==> src/rtl/display_decimal_output_if.sv <==
// Bus between a value producer and the decimal display block:
// load handshake, converted BCD result and the multiplexed 7-segment drive.
interface display_decimal_output_if #(
  parameter int ANCHO = 12
);
  logic [ANCHO-1:0] valor_in;
  logic             cargar;
  logic             ocupado;
  logic             listo;
  logic [15:0]      bcd_out;
  logic [3:0]       an;
  logic [6:0]       seg;

  modport slave (
    input  valor_in, cargar,
    output ocupado, listo, bcd_out, an, seg
  );

  modport master (
    output valor_in, cargar,
    input  ocupado, listo, bcd_out, an, seg
  );
endinterface

==> src/rtl/display_decimal_output.sv <==
// Binary-to-BCD (sequential double dabble) converter feeding a 4-digit
// time-multiplexed common-anode 7-segment display with leading-zero blanking.
module display_decimal_output #(
  parameter int ANCHO       = 12,
  parameter int REFRESH_DIV = 50000
) (
  input  logic                     clk,
  input  logic                     rst,
  display_decimal_output_if.slave  bus
);

  localparam logic [1:0] S_IDLE = 2'd0;
  localparam logic [1:0] S_CONV = 2'd1;
  localparam logic [1:0] S_DONE = 2'd2;

  localparam int CNT_W = (REFRESH_DIV > 1) ? $clog2(REFRESH_DIV) : 1;

  logic [1:0]       state_q, state_d;
  logic [ANCHO-1:0] shift_q, shift_d;
  logic [15:0]      scratch_q, scratch_d;
  logic [3:0]       step_q, step_d;
  logic [15:0]      bcd_q, bcd_d;
  logic             ocupado_q, ocupado_d;
  logic             listo_q, listo_d;
  logic [15:0]      adjusted;

  logic [CNT_W-1:0] cnt_q, cnt_d;
  logic [1:0]       idx_q, idx_d;
  logic [3:0]       an_q, an_d;
  logic [6:0]       seg_q, seg_d;
  logic [6:0]       seg_digit [4];
  logic             wrap;

  function automatic logic [6:0] dec7(input logic [3:0] n);
    logic [6:0] s;
    case (n)
      4'd0:    s = 7'b1000000;
      4'd1:    s = 7'b1111001;
      4'd2:    s = 7'b0100100;
      4'd3:    s = 7'b0110000;
      4'd4:    s = 7'b0011001;
      4'd5:    s = 7'b0010010;
      4'd6:    s = 7'b0000010;
      4'd7:    s = 7'b1111000;
      4'd8:    s = 7'b0000000;
      4'd9:    s = 7'b0010000;
      default: s = 7'b1111111;
    endcase
    return s;
  endfunction

  // Add-3 correction of every BCD nibble before the shift.
  generate
    for (genvar gi = 0; gi < 4; gi++) begin : g_adj
      assign adjusted[4*gi +: 4] = (scratch_q[4*gi +: 4] >= 4'd5)
                                 ? scratch_q[4*gi +: 4] + 4'd3
                                 : scratch_q[4*gi +: 4];
    end
  endgenerate

  always_comb begin
    state_d   = state_q;
    shift_d   = shift_q;
    scratch_d = scratch_q;
    step_d    = step_q;
    bcd_d     = bcd_q;
    ocupado_d = ocupado_q;
    listo_d   = 1'b0;
    case (state_q)
      S_IDLE: begin
        if (bus.cargar) begin
          shift_d   = bus.valor_in;
          scratch_d = '0;
          step_d    = '0;
          ocupado_d = 1'b1;
          state_d   = S_CONV;
        end
      end
      S_CONV: begin
        {scratch_d, shift_d} = {adjusted, shift_q} << 1;
        step_d = step_q + 4'd1;
        if (step_q == 4'(ANCHO - 1)) begin
          state_d = S_DONE;
        end
      end
      S_DONE: begin
        bcd_d     = scratch_q;
        listo_d   = 1'b1;
        ocupado_d = 1'b0;
        state_d   = S_IDLE;
      end
      default: begin
        state_d   = S_IDLE;
        ocupado_d = 1'b0;
      end
    endcase
  end

  always_ff @(posedge clk or negedge rst) begin
    if (!rst) begin
      state_q   <= S_IDLE;
      shift_q   <= '0;
      scratch_q <= '0;
      step_q    <= '0;
      bcd_q     <= '0;
      ocupado_q <= 1'b0;
      listo_q   <= 1'b0;
    end else begin
      state_q   <= state_d;
      shift_q   <= shift_d;
      scratch_q <= scratch_d;
      step_q    <= step_d;
      bcd_q     <= bcd_d;
      ocupado_q <= ocupado_d;
      listo_q   <= listo_d;
    end
  end

  // A digit above the units is blanked when it and every higher digit are zero.
  generate
    for (genvar gi = 0; gi < 4; gi++) begin : g_digit
      if (gi == 0) begin : g_units
        assign seg_digit[gi] = dec7(bcd_q[3:0]);
      end else begin : g_upper
        assign seg_digit[gi] = (bcd_q[15:4*gi] == '0) ? 7'b1111111
                                                       : dec7(bcd_q[4*gi +: 4]);
      end
    end
  endgenerate

  always_comb begin
    wrap  = (cnt_q == CNT_W'(REFRESH_DIV - 1));
    cnt_d = wrap ? '0 : cnt_q + 1'b1;
    idx_d = wrap ? idx_q + 2'd1 : idx_q;
    an_d  = ~(4'b0001 << idx_d);
    seg_d = seg_digit[idx_d];
  end

  always_ff @(posedge clk or negedge rst) begin
    if (!rst) begin
      cnt_q <= '0;
      idx_q <= '0;
      an_q  <= 4'b1110;
      seg_q <= 7'b1000000;
    end else begin
      cnt_q <= cnt_d;
      idx_q <= idx_d;
      an_q  <= an_d;
      seg_q <= seg_d;
    end
  end

  assign bus.ocupado = ocupado_q;
  assign bus.listo   = listo_q;
  assign bus.bcd_out = bcd_q;
  assign bus.an      = an_q;
  assign bus.seg     = seg_q;

endmodule

==> src/flat_wrapper.sv <==
// flat-port wrapper written by rule: the top's interface ports become plain ports
module display_decimal_output_flat 
#(
  parameter int ANCHO       = 12,
  parameter int REFRESH_DIV = 50000
)
  (clk, rst, bus_valor_in, bus_cargar, bus_ocupado, bus_listo, bus_bcd_out, bus_an, bus_seg);
  display_decimal_output_if #(.ANCHO(ANCHO)) bus_i ();
  input  logic clk;
  input  logic rst;
  input wire logic [$bits(bus_i.valor_in)-1:0] bus_valor_in;
  input wire logic [$bits(bus_i.cargar)-1:0] bus_cargar;
  output wire logic [$bits(bus_i.ocupado)-1:0] bus_ocupado;
  output wire logic [$bits(bus_i.listo)-1:0] bus_listo;
  output wire logic [$bits(bus_i.bcd_out)-1:0] bus_bcd_out;
  output wire logic [$bits(bus_i.an)-1:0] bus_an;
  output wire logic [$bits(bus_i.seg)-1:0] bus_seg;
  assign bus_i.valor_in = bus_valor_in;
  assign bus_i.cargar = bus_cargar;
  assign bus_ocupado = bus_i.ocupado;
  assign bus_listo = bus_i.listo;
  assign bus_bcd_out = bus_i.bcd_out;
  assign bus_an = bus_i.an;
  assign bus_seg = bus_i.seg;
  display_decimal_output #(.ANCHO(ANCHO), .REFRESH_DIV(REFRESH_DIV)) u_core (.clk(clk), .rst(rst), .bus(bus_i));
endmodule
==> config.mk <==
export PLATFORM = sky130hd
export DESIGN_NAME = display_decimal_output_flat
export DESIGN_NICKNAME = d
export VERILOG_FILES = /design/src/rtl/display_decimal_output_if.sv /design/src/rtl/display_decimal_output.sv /design/src/flat_wrapper.sv
export SDC_FILE = /design/constraint.sdc
export NUM_CORES = 1
export LEC_CHECK = 0
export CORE_ASPECT_RATIO = 2
export CORE_MARGIN = 5
export CORE_UTILIZATION = 35
export CTS_CLUSTER_DIAMETER = 40
export CTS_CLUSTER_SIZE = 14
export DETAILED_ROUTE_END_ITERATION = 6
export PLACE_DENSITY = 0.58
export REMOVE_ABC_BUFFERS = 1
export SYNTH_ARGS = -nofsm -noshare
export SYNTH_HDL_FRONTEND = slang
export SYNTH_SLANG_ARGS = --single-unit
export TNS_END_PERCENT = 5
==> constraint.sdc <==
create_clock -name clk -period 5.75 [get_ports clk]
set_input_delay 0.575 -clock clk [delete_from_list [all_inputs] [get_ports clk]]
set_output_delay 0.575 -clock clk [all_outputs]
set_load 0.02 [all_outputs]
==> impl_metrics.toml, run 1 <==
[clocking]
htreeDepth = 3
cts_tree = "yes"
clkTransAtPathRegs_ns = 0.06
cts-resized-gates = 0
cts_sinks = 81
cts_buffers = 9
cts_hold_buf = 0
postCtsSetupBuffers = 0
clockRootBuffer = "clkbuf_16"
clk_latency_ns = 0.34
clk_path_buf_depth = 2

[critical_path]
crit_end = "u_core.bus.seg[1]"
r2r-start = "u_core.cnt_q[12]"
crit_path_end_kind = "flop"
rrSetupSlack_ns = 3.09
reg2regPathDepth = 5
path_class = "reg2reg"
crit_fanout = 10
timing.rr.end = "u_core.bus.seg[1]"
crit_arrival_ns = 2.86
worstSetupStartpointType = "flop"
cp.required_ns = 5.95
crit_start = "u_core.cnt_q[12]"

[sta]
finalCritPeriodShare = 0.4619
finalCriticalPeriod_ns = 2.656
setup_viol = 0
fmax_mhz = 376.5
tns_ns = 0
relSlewSlack = 0.2330
setup_slack_ns = 3.094
worst_clock_skew_ns = 0.01181
rsz0062_at_grt = "false"
tightest_slew_ns = 1.148
final-hold-violation-count = 0
holdWs_ns = 0.1316
drv_slew = 0

[layout]
fillCellCount = 1265
syn2layout_area_growth_pct = 19.51
final_nets = 569
layout-drive-gt1-share = 0.07183
multi_input_area_um2 = 2347
final-seq-area_um2 = 2032
diodes = 0
layout_common_cells = "dfrtp_1 (77), o21ai_0 (55), nand2_1 (47), clkdlybuf4s50_1 (42), a21oi_1 (40)"
final_common_cell = "dfrtp_1"
final_area_um2 = 5441

[routing]
antenna_violating_nets_post_route = 0
wl_per_cell_um = 15.70
finalWirelength_um = 10690
vias = 3615
drtPass1Iterations = 4
viasPerCell = 5.308
route.detailed.drc = 0
drtIter0Drc = 150

[synth]
syn_area_um2 = 4553
yosys_register_bits = 81
seq_area_frac_synth = 0.4463
postSynthCellCount = 487
synth.distinct_cells = 49
yosys_warnings = 0
async_flop_share = 1.000
synth-main-ff-cell = "dfrtp_1"
synth_edf_count = 0
synth.avg_cell_area_um2 = 9.349

[grt]
grt_usage = 0.1407
grt_max_degree = 58
overflow = 0
antenna_found_initial = 0
grt_pass1_vias = 3586
grt_pass1_wl_um = 17560

[die]
core_um2 = 12920
die_w_um = 90.65
start_util = 0.3524
num_io_pins = 44
die_height_um = 171.3
row_count = 59
fp.dieArea_um2 = 15530

[power_and_ir_drop]
switching_power_w = 0.0009464
comb_power_share = 0.394
power_density_nw_per_um2 = 453.8
ir_worst_vdd_uv = 246.9
p_int_w = 0.001523
clkPwrFrac = 0.251
switching_share = 0.3833
p_seq_frac = 0.355
leakage_nw = 2.381
total_power_w = 0.002469

[place]
hpwl_um = 7876
port_buffers = 43
place_congestion = 0.9062
place_ws_ns = 3.079
placed_area_um2 = 5122

[hold_path]
hold_path_class = "in2async"

[outcome]
status = "completed"

[flow_run]
maxCapViolCount = 0
==> metrics by stage <==
step,utilization,cells
after floorplan,-,466
after global routing,0.4212,681
final,0.4212,681
after detailed placement,0.3965,665
after CTS,0.4212,681
after global placement,0.3965,665
==> layer usage <==
layer	up-vias	wire (um)	GRT usage
met5	-	0	0
met4	0	407	0.07259
met3	32	456	0.03195
met2	76	5802	0.2615
met1	1735	4026	0.1450
li1	1772	-	-
==> final cells by class <==
cell class | instances | share of cell area
inverters | 24 | 0.01748
clock buffers | 10 | 0.04208
repair buffers | 47 | 0.08416
well taps | 152 | 0.03495
flip-flops and latches | 81 | 0.3734
multi-input cells | 361 | 0.4314
clock inverters | 6 | 0.01656
==> how the worst min path moves through the flow <==
stage,startpoint,endpoint,depth (start not counted)
after floorplan,rst,u_core.bus.an[0],0
after global placement,u_core.cnt_q[0],u_core.cnt_q[0],1
after detailed placement,u_core.cnt_q[0],u_core.cnt_q[0],1
after CTS,rst,u_core.bus.bcd_out[1],1
after global routing,rst,u_core.bus.bcd_out[9],1
final,rst,u_core.shift_q[9],1
==> synthesized netlist by cell type (all sizes together) (2+ instances only) <==
cell,count,area share
inv,24,0.021
dfstp,4,0.023
nor4,3,0.0074
o21bai,2,0.0033
clkbuf,17,0.014
dfrtp,77,0.42
nand2b,16,0.022
a21oi,40,0.044
or2,3,0.0041
nand2,47,0.039
and3,7,0.0096
nand3,15,0.016
ha,30,0.082
nor3,10,0.011
or4b,2,0.0052
a31oi,6,0.0082
nor2,27,0.022
o21ai,55,0.060
or3,3,0.0041
xor2,13,0.025
mux2i,10,0.022
a22oi,12,0.020
a211oi,2,0.0033
a21o,4,0.0066
buf,4,0.0038
mux2,5,0.012
xnor2,10,0.021
o31ai,5,0.0082
nor2b,17,0.023
a22o,3,0.0058
==> sequential cells by signal, indices dropped and copies added, names as in the netlist <==
register / flops
u_core.bus.bcd_out: 16
u_core.cnt_q: 16
u_core.scratch_q: 16
u_core.shift_q: 12
u_core.bus.seg: 7
u_core.bus.an: 4
u_core.step_q: 4
u_core.idx_q: 2
u_core.state_q: 2
u_core.bus.listo: 1
u_core.bus.ocupado: 1
==> power by group through the flow <==
stage	Sequential [W]	Clock, W	Combinational, W
floorplan	0.000887	0	0.000633
global placement	0.000881	0	0.000960
detailed placement	0.000886	0	0.000979
CTS	0.000877	0.000631	0.000987
global route	0.000901	0.000657	0.00109
finish	0.000877	0.000621	0.000972
==> cell families (layout without fill, tap and decap cells) <==
logic type                 count (synthesis)  in the layout  share of synthesized area
AOI/OAI and AO/OA                        134            134                     0.1693
xor gates and xnor gates                  23             23                    0.04589
adders and majority gates                 30             30                    0.08244
buffers and inverters                     45             87                    0.03875
DFF                                       81             81                     0.4463
muxes                                     16             16                    0.03930
and+or+nand+nor                          158            158                     0.1781
==> worst max-delay path, stage by stage (launching register included) <==
cell	delay, ns
dfrtp_1	0.43
or4b_4	0.58
nor4_4	0.59
xnor2_2	0.26
inv_6	0.16
mux4_2	0.50
No activity file was read; power rests on OpenSTA's default activity.
==> run 2: changes to the inputs <==
==> constraint.sdc (replaced) <==
create_clock -name clk -period 2.65 [get_ports clk]
set_input_delay 0.265 -clock clk [delete_from_list [all_inputs] [get_ports clk]]
set_output_delay 0.265 -clock clk [all_outputs]
set_load 0.02 [all_outputs]
==> impl_metrics.toml, run 2 (synthesis results as in run 1) <==
[clocking]
cts_hold_buf = 0
cts_buffers = 9
clk_path_buf_depth = 2
clockRootBuffer = "clkbuf_16"
cts_tree = "yes"
postCtsSetupBuffers = 0
cts_sinks = 81
cts-resized-gates = 0
clk_latency_ns = 0.34
htreeDepth = 3
clkTransAtPathRegs_ns = 0.06

[critical_path]
crit_end = "u_core.bus.seg[6]"
crit_chain = "or4b_4, nor4_1, xor2_1, buf_12, or3_1, a32oi_1"
worstSetupStartpointType = "flop"
rrSetupSlack_ns = 0.21
cp.required_ns = 2.90
crit_arrival_ns = 2.70
crit_start = "u_core.cnt_q[12]"
crit_path_end_kind = "flop"
r2r-start = "u_core.cnt_q[12]"
crit_fanout = 20
critPathSlowestCell = "or4b_4"
timing.rr.end = "u_core.bus.seg[6]"
path_class = "reg2reg"
reg2regPathDepth = 6
max_stage_delay_ns = 0.60

[place]
place_ws_ns = 0.2310
placedCellCount = 673
hpwl_um = 8155
placed_area_um2 = 5195
place_congestion = 0.9242
port_buffers = 43

[hold_path]
hold_path_class = "in2async"

[power_and_ir_drop]
p_int_w = 0.003271
switching_share = 0.3877
ir_worst_vdd_uv = 634.0
clkPwrFrac = 0.235
comb_power_share = 0.411
switching_power_w = 0.002071
p_seq_frac = 0.353
power_density_nw_per_um2 = 971.5
leakage_nw = 2.419

[layout]
final_common_cell = "dfrtp_1"
layout_common_cells = "dfrtp_1 (77), o21ai_0 (55), nand2_1 (47), clkdlybuf4s50_1 (42), a21oi_1 (40)"
instances_no_fill = 689
final_area_um2 = 5499
fillCellCount = 1244
diodes = 0
syn2layout_area_growth_pct = 20.77
final_nets = 577
layout-drive-gt1-share = 0.08752

[sta]
finalCriticalPeriod_ns = 2.445
final-hold-violation-count = 0
setup_slack_ns = 0.2054
drv_slew = 0
holdWs_ns = 0.09723
worst_clock_skew_ns = 0.01218
setup_viol = 0
relSlewSlack = 0.3207
fmax_mhz = 409.1
rsz0062_at_grt = "false"
tightest_slew_ns = 1.019
finalCritPeriodShare = 0.9225

[die]
start_util = 0.3524
row_count = 59
die_w_um = 90.65
core_um2 = 12920
num_io_pins = 44
fp.dieArea_um2 = 15530
die_height_um = 171.3

[routing]
viasPerCell = 5.242
route.detailed.drc = 0
vias = 3612
wl_per_cell_um = 15.65
drtPass1Iterations = 7
antenna_violating_nets_post_route = 0
drtIter0Drc = 108
finalWirelength_um = 10790

[flow_run]
maxCapViolCount = 0

[grt]
grt_max_degree = 82
grt_pass1_wl_um = 17600
grt_usage = 0.1412
overflow = 0
grt_pass1_vias = 3542
antenna_found_initial = 0

[outcome]
status = "completed"
-- run 2: cell types whose count changed in the layout (fill, tap and decap cells not counted) --
cell	previous run	this run
buf_12	0	1
bufinv_16	2	1
clkinv_2	1	2
buf_4	5	12
clkbuf_1	1	0
clkbuf_8	0	1
-- run 2: through the flow --
step           TNS [ns]    util  power (W)
3_3_place_gp          0  0.4021   0.004074
4_1_cts               0  0.4257   0.005404
6_report              0  0.4257   0.005342
3_5_place_dp          0  0.4021   0.004123
2_1_floorplan    -1.149       -   0.003297
5_1_grt               0  0.4257   0.005747
-- run 2: final cells by class --
class                   instances  area (um^2)  share of cell area
inverters                      24        95.09             0.01729
flip-flops and latches         81         2032              0.3695
multi-input cells             361         2347              0.4268
repair buffers                 55        530.5             0.09647
clock buffers                  10        239.0             0.04346
well taps                     152        190.2             0.03458
clock inverters                 6        65.06             0.01183
-- run 2: worst min-delay path by stage --
stage / from / endpoint / slack (ns) / cells past startpoint
final: rst / u_core.idx_q[1] / 0.1 / 1
after global routing: rst / u_core.bus.seg[4] / 0.20 / 1
after CTS: rst / u_core.scratch_q[0] / 0.16 / 1
after detailed placement: u_core.cnt_q[0] / u_core.cnt_q[0] / 0.47 / 1
after global placement: u_core.cnt_q[0] / u_core.cnt_q[0] / 0.47 / 1
after floorplan: rst / u_core.bus.an[0] / -0.03 / 0
-- run 2: worst max-delay path: cells and delay by family (launching register included) --
kind                   cells  cell delay (ns)
flip-flops                 1             0.44
XOR/XNOR                   1             0.19
buffers and inverters      1             0.20
AO/OA/AOI/OAI              1             0.20
AND/OR/NAND/NOR            3             1.34
-- run 2: routing by layer --
metal	track usage	up-vias	routed length, um
met1	0.1411	1731	3986
met2	0.2707	76	6024
met3	0.02845	21	408
li1	-	1784	-
met5	0	-	0
met4	0.07194	0	366
-- run 2: power by group through the flow --
stage / Clock [W] / Sequential, W / Combinational, W
6_report: 0.00126 / 0.00189 / 0.00220
5_1_grt: 0.00134 / 0.00194 / 0.00246
4_1_cts: 0.00129 / 0.00189 / 0.00222
3_5_place_dp: 0 / 0.00191 / 0.00221
3_3_place_gp: 0 / 0.00190 / 0.00217
2_1_floorplan: 0 / 0.00192 / 0.00137
==> run 3: changes to the inputs <==
--- a/config.mk
+++ b/config.mk
@@ -11,6 +11,7 @@
 export CTS_CLUSTER_DIAMETER = 40
 export CTS_CLUSTER_SIZE = 14
 export DETAILED_ROUTE_END_ITERATION = 6
+export GPL_TIMING_DRIVEN = 0
 export PLACE_DENSITY = 0.58
 export REMOVE_ABC_BUFFERS = 1
 export SYNTH_ARGS = -nofsm -noshare
==> impl_metrics.toml, run 3 (synthesis results as in run 1) <==
[power_and_ir_drop]
comb_power_share = 0.411
switching_share = 0.3862
clkPwrFrac = 0.219
leakage_nw = 2.395
p_int_w = 0.003156
p_seq_frac = 0.370
ir_worst_vdd_uv = 554.3
power_density_nw_per_um2 = 940.0
switching_power_w = 0.001986

[sta]
holdWs_ns = 0.4168
setup_viol = 0
fmax_mhz = 390.5
drv_slew = 0
rsz0062_at_grt = "false"
finalCriticalPeriod_ns = 2.561
finalCritPeriodShare = 0.9663
worst_clock_skew_ns = 0.006583
tns_ns = 0
final-hold-violation-count = 0
tightest_slew_ns = 1.211
relSlewSlack = 0.1911

[place]
placed_area_um2 = 5176
hpwl_um = 7645
place_congestion = 0.8398
port_buffers = 43

[routing]
wl_per_cell_um = 15.14
route.detailed.drc = 0
antenna_violating_nets_post_route = 0
vias = 3569
viasPerCell = 5.241
drtPass1Iterations = 7
drtIter0Drc = 154
finalWirelength_um = 10310

[critical_path]
path_class = "reg2reg"
crit_path_end_kind = "flop"
cp_num_buf_inv = 1
cp.required_ns = 2.90
crit_fanout = 21
crit_chain = "or4b_4, nor4_1, xor2_2, buf_8, or3_1, a32oi_1"
max_stage_delay_ns = 0.60
crit_arrival_ns = 2.82
worstSetupStartpointType = "flop"
cpLargestDelayFamily = "simple AND/OR/NAND/NOR gates"
critPathSlowestCell = "or4b_4"

[layout]
layout-drive-gt1-share = 0.07561
final_nets = 571
final_common_cell = "dfrtp_1"
fillCellCount = 1252
multi_input_area_um2 = 2374
final_area_um2 = 5470
diodes = 0
fin_util = 0.4234
syn2layout_area_growth_pct = 20.14
layout_common_cells = "dfrtp_1 (77), o21ai_0 (55), nand2_1 (47), clkdlybuf4s50_1 (42), a21oi_1 (40)"
final-seq-area_um2 = 2032

[die]
fp.dieArea_um2 = 15530
row_count = 59
start_util = 0.3524
die_height_um = 171.3
die_w_um = 90.65
core_um2 = 12920
num_io_pins = 44

[grt]
grt_max_degree = 52
overflow = 0
grt_pass1_vias = 3672
grt_pass1_wl_um = 17660
antenna_found_initial = 0
grt_usage = 0.1401

[clocking]
clockRootBuffer = "clkbuf_16"
cts_sinks = 81
clkTransAtPathRegs_ns = 0.06
clk_path_buf_depth = 2
cts_tree = "yes"
htreeDepth = 3
clk_latency_ns = 0.34
cts_buffers = 9

[flow_run]
maxCapViolCount = 0

[hold_path]
hold_path_class = "in2async"

[outcome]
status = "completed"
==> run 3: worst reg2reg max path: stages, from the launching register on <==
cell	delay [ns]
dfrtp_1	0.43
or4b_4	0.60
nor4_1	0.48
xor2_2	0.14
buf_8	0.19
or3_1	0.41
a32oi_1	0.22
==> run 3: worst paths after layout <==
path                            slack [ns]                end        startpoint  cells after the start
max in group asynchronous             1.60   u_core.bus.an[1]               rst                      3
min in group clk                      0.46    u_core.cnt_q[0]   u_core.cnt_q[0]                      1
worst max register to register        0.09  u_core.bus.seg[6]  u_core.cnt_q[12]                      6
worst min-delay path                  0.42  u_core.bus.seg[2]               rst                      2
worst max-delay path                  0.09  u_core.bus.seg[6]  u_core.cnt_q[12]                      6
worst min register to register        0.46    u_core.cnt_q[0]   u_core.cnt_q[0]                      1
==> run 3: timing repair <==
action                                  CTS  global route
pin swaps                                 1             0
setup buffers                             1             0
hold endpoints to repair                 30             0
hold buffers                              1             0
endpoints found under the setup margin    3             1
gates resized for setup                   1             1
==> run 3: stage by stage <==
stage / power (W) / worst slack (ns) / instances
6_report: 0.005142 / 0.08929 / 681
5_1_grt: 0.005571 / 0.03968 / 681
4_1_cts: 0.005187 / 0.06193 / 681
3_5_place_dp: 0.004024 / -0.09847 / 665
3_3_place_gp: 0.003943 / -1.681 / 661
2_1_floorplan: 0.003297 / -0.2692 / 466
==> run 3: area by class of cell <==
cell class | instances | area share
clock buffers | 11 | 0.04437
clock inverters | 3 | 0.003431
inverters | 24 | 0.01738
multi-input cells | 361 | 0.4339
flip-flops and latches | 81 | 0.3715
well taps | 152 | 0.03477
repair buffers | 49 | 0.09469
==> run 3: power groups by stage <==
stage	sequential, W	clock, W	combinational (W)
6_report	0.00190	0.00112	0.00211
5_1_grt	0.00196	0.00122	0.00238
4_1_cts	0.00190	0.00116	0.00212
3_5_place_dp	0.00192	0	0.00210
3_3_place_gp	0.00191	0	0.00203
2_1_floorplan	0.00192	0	0.00137
==> run 3: layer usage <==
| metal | vias up | GRT usage | wire length (um) |
|---|---|---|---|
| met3 | 21 | 0.02801 | 420 |
| met4 | 0 | 0.07388 | 361 |
| met1 | 1706 | 0.1440 | 3893 |
| met2 | 72 | 0.2627 | 5634 |
| li1 | 1770 | - | - |
| met5 | - | 0 | 0 |
